--- src/rtl/score_link_pkg.sv ---
// Shared definitions for the scoreboard serial link (transmitter and receiver).
package score_link_pkg;

  typedef enum logic [2:0] {
    ST_IDLE   = 3'd0,
    ST_START  = 3'd1,
    ST_DATA   = 3'd2,
    ST_PARITY = 3'd3,
    ST_STOP   = 3'd4
  } link_state_t;

  localparam int         FRAME_BITS = 11;
  localparam logic       START_LVL  = 1'b0;
  localparam logic       STOP_LVL   = 1'b1;
  localparam logic       IDLE_LVL   = 1'b1;
  localparam logic [3:0] BCD_MAX    = 4'd9;

  // Even parity over the data byte: the parity bit makes the total count of ones even.
  function automatic logic even_parity(input logic [7:0] data);
    return ^data;
  endfunction

endpackage

--- src/rtl/score_serial_tx_refresh_timer.sv ---
// Saturating 16-bit idle counter that requests a periodic refresh frame.
module refresh_timer #(
  parameter int unsigned REFRESH_TICKS = 100
) (
  input  logic clk_100Hz,
  input  logic reset,
  input  logic clr,
  input  logic enable,
  output logic hit
);

  // A period of 0 switches refresh off entirely.
  localparam logic        REFRESH_ON = (REFRESH_TICKS != 0);
  localparam logic [15:0] HIT_AT     = (REFRESH_TICKS == 0) ? 16'd0 : 16'(REFRESH_TICKS - 1);

  logic [15:0] count;

  // Count up from the last frame load, holding at the top value.
  always_ff @(posedge clk_100Hz or posedge reset) begin
    if (reset) begin
      count <= 16'd0;
    end else if (clr) begin
      count <= 16'd0;
    end else if (enable && (count != 16'hFFFF)) begin
      count <= count + 16'd1;
    end
  end

  // Hit stays asserted until the transmitter loads a frame and clears the count.
  assign hit = REFRESH_ON && (count >= HIT_AT);

endmodule

--- src/rtl/score_serial_tx.sv ---
// Sends the two BCD score digits as an 11-bit async frame (start, 8 data LSB first,
// even parity, stop), one bit per tick, on score change, force request or refresh.
//
// Handshake: there is no ready/valid pair on the inputs. A frame is loaded whenever the
// FSM is in IDLE or STOP and a trigger is present with valid digits; triggers that
// cannot be served yet (busy line or invalid digits) are held, never dropped.
module score_serial_tx
  import score_link_pkg::*;
#(
  parameter int unsigned REFRESH_TICKS = 100
) (
  input  logic       clk_100Hz,
  input  logic       reset,
  input  logic [3:0] bcd_hi,
  input  logic [3:0] bcd_low,
  input  logic       force_send,
  output logic       tx_out,
  output logic       busy,
  output logic       frame_done,
  output logic       bcd_err,
  output logic [2:0] state_dbg
);

  link_state_t state, state_nxt;
  logic [2:0]  bit_idx;
  logic [7:0]  shift_q;
  logic        parity_q;
  logic [7:0]  last_sent;
  logic        force_pend;
  logic        refresh_hit;
  logic        tx_nxt, busy_nxt, done_nxt;

  logic [7:0] score;
  logic       valid, trigger, load;

  assign score   = {bcd_hi, bcd_low};
  assign valid   = (bcd_hi <= BCD_MAX) && (bcd_low <= BCD_MAX);
  assign trigger = (score != last_sent) || force_pend || force_send || refresh_hit;
  // A new frame can only be loaded from IDLE or in the stop-bit slot (back-to-back).
  assign load    = ((state == ST_IDLE) || (state == ST_STOP)) && trigger && valid;

  assign state_dbg = state;

  refresh_timer #(
    .REFRESH_TICKS(REFRESH_TICKS)
  ) u_refresh_timer (
    .clk_100Hz(clk_100Hz),
    .reset    (reset),
    .clr      (load),
    .enable   (1'b1),
    .hit      (refresh_hit)
  );

  // State register.
  always_ff @(posedge clk_100Hz or posedge reset) begin
    if (reset) state <= ST_IDLE;
    else       state <= state_nxt;
  end

  // Next-state logic: state names the bit that goes on the line at the next edge.
  always_comb begin
    state_nxt = state;
    case (state)
      ST_IDLE:   if (load) state_nxt = ST_START;
      ST_START:  state_nxt = ST_DATA;
      ST_DATA:   if (bit_idx == 3'd7) state_nxt = ST_PARITY;
      ST_PARITY: state_nxt = ST_STOP;
      ST_STOP:   state_nxt = load ? ST_START : ST_IDLE;
      default:   state_nxt = ST_IDLE;
    endcase
  end

  // Output decode: the line level and flags for the bit the current state represents.
  always_comb begin
    tx_nxt   = IDLE_LVL;
    busy_nxt = 1'b1;
    done_nxt = 1'b0;
    case (state)
      ST_IDLE:   busy_nxt = 1'b0;
      ST_START:  tx_nxt   = START_LVL;
      ST_DATA:   tx_nxt   = shift_q[0];
      ST_PARITY: tx_nxt   = parity_q;
      ST_STOP: begin
        tx_nxt   = STOP_LVL;
        done_nxt = 1'b1;
      end
      default:   busy_nxt = 1'b0;
    endcase
  end

  // Registered outputs; reset drives the line back to idle immediately.
  always_ff @(posedge clk_100Hz or posedge reset) begin
    if (reset) begin
      tx_out     <= IDLE_LVL;
      busy       <= 1'b0;
      frame_done <= 1'b0;
      bcd_err    <= 1'b0;
    end else begin
      tx_out     <= tx_nxt;
      busy       <= busy_nxt;
      frame_done <= done_nxt;
      bcd_err    <= ~valid;
    end
  end

  // Frame datapath: capture the score on load, then shift out one data bit per tick.
  always_ff @(posedge clk_100Hz or posedge reset) begin
    if (reset) begin
      shift_q    <= 8'h00;
      parity_q   <= 1'b0;
      last_sent  <= 8'h00;
      force_pend <= 1'b0;
      bit_idx    <= 3'd0;
    end else begin
      if (load) begin
        shift_q    <= score;
        parity_q   <= even_parity(score);
        last_sent  <= score;
        force_pend <= 1'b0;
      end else if (force_send) begin
        force_pend <= 1'b1;
      end
      if (state == ST_START) begin
        bit_idx <= 3'd0;
      end
      if (state == ST_DATA) begin
        shift_q <= shift_q >> 1;
        bit_idx <= bit_idx + 3'd1;
      end
    end
  end

endmodule

--- config.mk ---
export PLATFORM = sky130hd
export DESIGN_NAME = score_serial_tx
export DESIGN_NICKNAME = d
export VERILOG_FILES = /design/src/rtl/score_link_pkg.sv /design/src/rtl/score_serial_tx_refresh_timer.sv /design/src/rtl/score_serial_tx.sv
export SDC_FILE = /design/constraint.sdc
export NUM_CORES = 1
export LEC_CHECK = 0
export BUFFER_PORTS_ARGS = -buffer_cell sky130_fd_sc_hd__buf_2
export CORE_MARGIN = 5
export CORE_UTILIZATION = 30
export DETAILED_ROUTE_END_ITERATION = 10
export PLACE_DENSITY = 0.54
export REMOVE_ABC_BUFFERS = 1
export SKIP_CTS_REPAIR_TIMING = 1
export SLEW_MARGIN = 30
export SYNTH_ARGS = -nofsm -noshare
export SYNTH_HDL_FRONTEND = slang
export SYNTH_SLANG_ARGS = --single-unit
--- constraint.sdc ---
create_clock -name clk_100Hz -period 5.45 [get_ports clk_100Hz]
set_input_delay 0.8175 -clock clk_100Hz [delete_from_list [all_inputs] [get_ports clk_100Hz]]
set_output_delay 0.8175 -clock clk_100Hz [all_outputs]
set_load 0.05 [all_outputs]
==> results.md <==
* Worst Tran Pin Value at 0.7905 ns
* Total power draw at 1.289 mW
* Fin. Hold Viols at 0
* Leading post-synthesis cells by cell area: dfrtp_1 (46%), ha_1 (5.9%), xnor2_1 (5.6%), nand2_1 (3.2%), nor2_1 (3.2%)
* Clock skew at 0.01114 ns
* Pwr dens at 484.4 nW/µm²
* Most common cell in the netlist: dfrtp_1
* CP Max Fanout at 18
* Setup TNS at 0 ns
* Fmax at 331.0 MHz
* GP Congestion at 0.7396
* Core Region at 7647 µm²
* Share of layout cells above drive strength 1 at 16.26%
* CTS Buf Count at 5
* Seq cells post-synth at 44
* FILL cells at 778
* HPWL Detailed at 3.154 mm
* Final setup viols at 0
* Syn Inst Count at 229
* Yosys top cell by area: dfrtp_1
* Hold/Removal Path Class: reg2reg
* Post-layout nets at 267
* Worst Hold Depth at 1
* R2r setup slk at 2.75 ns
* CTS H-tree lvls at 2
* Initial antenna violation count at 0
* Register share of total power at 40.4%
* Async SR Flop Fraction at 100.0%
* Crit. End Element: flop
* Worst skew pair latency at 0.30 ns
* Global Route met1 Usage at 11.43%
* Slew headroom at 47.01%
* Gr busiest metal: met2
* Share of total power in the clock network at 26.8%
* Top_reg_cell synth: dfrtp_1
* First-pass GRT wire length at 7.472 mm
* Top post-synthesis cells by count: dfrtp_1 (43), nand2_1 (20), nor2_1 (20)
* Post-synthesis sequential area ratio at 47.14%
* DRT Wirelength at 4.443 mm
* Largest net degree at the start of global routing at 45
* Post-synth EDFFs at 0
* HP Start: bit_idx[0]
* I/O pin total at 18
* Met3 usage at 2.143%
* Unrepaired setup endpoints after global routing: no
* Via count at 1649
* Syn-to-layout area delta at 13.80%
* Pint at 0.8353 mW
* Clock root cell: clkbuf_8
* Req. time, crit path at 5.64 ns
* Chip height at 98.29 µm
* Clk buf depth at 2
* Row cnt at 32
* Number of remaining DRC errors at 0
* Maximum vdd drop at 201.7 µV
* DRT iter0 DRCs at 43
* Wire per inst at 12.77 µm
* Net Sw Frac at 35.21%
* DIE AREA at 9661 µm²
* CP Launch Type: input port
* Reg-to-Reg Start: u_refresh_timer.count[0]
* YS warnings at 0
* Number of global-route vias before repair at 1622
* Sink Count at 44
* Max cap viols at 0
* Vias per inst at 4.739
* Worst flop-to-flop path endpoint: parity_q
* Tcrit/Tclk final at 55.43%
* Comb pwr share at 32.8%
* Hold EP: bit_idx[0]
* Inserted Diodes at 0
* Share of the synthesized area in the top cell type at 46.01%
* Period minus WS final at 3.021 ns
* Mean Syn Cell Area at 10.21 µm²
* Leak at 1.184 nW
* Global route total overflow at 0
* Synth unique cells at 46
* GRT Total Usage at 9.363%
* Clock Pin Slew Worst Setup and Hold Paths at 0.09 ns
* Routed Antenna Nets at 0
* Die X at 98.29 µm
* Sw power at 0.4539 mW
* Port bufs at 17
* Met2 Track Usage GR at 16.38%
* Crit path DAT at 3.21 ns
* Setup CP Type: in2reg
* Initial Util at 30.58%
* Status: complete, no violations
* Slew Limit Fails at 0
* Reg2Reg Depth at 6
* CTS tree: yes
* DRT Pass-1 Iters at 4
* Mapped Area at 2338 µm²
## cell families after synthesis
family	count (synthesis)	share of synthesized area [%]
and+or+nand+nor	71	15.25
AOI/OAI and AO/OA	47	15.46
DFF	44	47.14
buffers and inverters	29	5.832
xor gates and xnor gates	23	8.615
adders and majority gates	11	5.885
muxes	4	1.819
## cells in the final DEF, fill, tap and decap left out, types with 2 or more instances in the layout
cell type  instances
a21oi_1            8
clkbuf_8           5
a22o_1             2
a2bb2oi_1          2
o2111ai_1          8
nor2b_1            3
and3_1             3
dfrtp_1           43
bufinv_16          3
nand3_1            6
a211oi_1           5
xnor2_1           15
mux2_2             2
inv_1             18
o21ai_0            7
mux2i_1            2
nor4_1             5
buf_4              2
xor2_1             8
nand2_1           20
nand4_1            3
ha_1              11
o211ai_1           6
nor2_1            20
buf_2             17
## worst max path at each step
stage                    start      endpoint  slack (ns)  cells past startpoint
finish              bcd_low[2]      parity_q        2.43                      9
global placement    bcd_low[2]      parity_q        2.18                      9
floorplan           bcd_low[2]  last_sent[7]        2.63                      7
global route         bcd_hi[2]      parity_q        2.24                      9
detailed placement  bcd_low[2]      parity_q        2.12                      9
CTS                 bcd_low[2]      parity_q        2.44                      9
## critical path, cell delays in order
cell,delay (ns)
buf_2,0.12
inv_1,0.05
ha_1,0.20
nor2b_1,0.13
a2bb2oi_1,0.12
nor2_1,0.43
o211a_1,0.65
buf_4,0.34
mux2_2,0.35
## cell type report
class | count | area (µm²) | area share [%]
sequential | 44 | 1102 | 41.42
multi-input combinational | 156 | 1100 | 41.33
tap | 102 | 127.6 | 4.795
timing repair buffer | 19 | 100.1 | 3.761
clock inverter | 3 | 90.09 | 3.385
inverter | 19 | 72.57 | 2.727
clock buffer | 5 | 68.82 | 2.586
## through the flow
| stage | util [%] | instance area, µm² | hold WS (ns) | cells | setup slack (ns) |
|---|---|---|---|---|---|
| after floorplan | - | 2273 | 0.4461 | 219 | 2.634 |
| after global placement | 32.71 | 2501 | 0.4686 | 340 | 2.179 |
| after detailed placement | 32.71 | 2501 | 0.4768 | 340 | 2.122 |
| after CTS | 34.78 | 2660 | 0.4899 | 348 | 2.440 |
| after global routing | 34.80 | 2661 | 0.5286 | 348 | 2.242 |
| final | 34.80 | 2661 | 0.4816 | 348 | 2.429 |
## power by group through the flow
stage	Combinational (mW)	Sequential, mW	Clock (mW)
after global routing	0.474	0.536	0.366
after CTS	0.434	0.520	0.355
final	0.423	0.521	0.345
after detailed placement	0.431	0.527	0
after global placement	0.428	0.523	0
after floorplan	0.268	0.572	0
## registers in the layout, indices dropped and copies added, names as in the netlist
register / count
frame_done: 1
shift_q: 8
force_pend: 1
tx_out: 1
bcd_err: 1
parity_q: 1
state_dbg: 3
busy: 1
bit_idx: 3
u_refresh_timer.count: 16
last_sent: 8
## layer usage
| layer | routed length (µm) | up-vias |
|---|---|---|
| met3 | 110 | 5 |
| met2 | 2276 | 17 |
| met4 | 27 | 0 |
| li1 | - | 830 |
| met1 | 2029 | 797 |
| met5 | 0 | - |
Note: power is estimated with default switching activity, not from simulation.
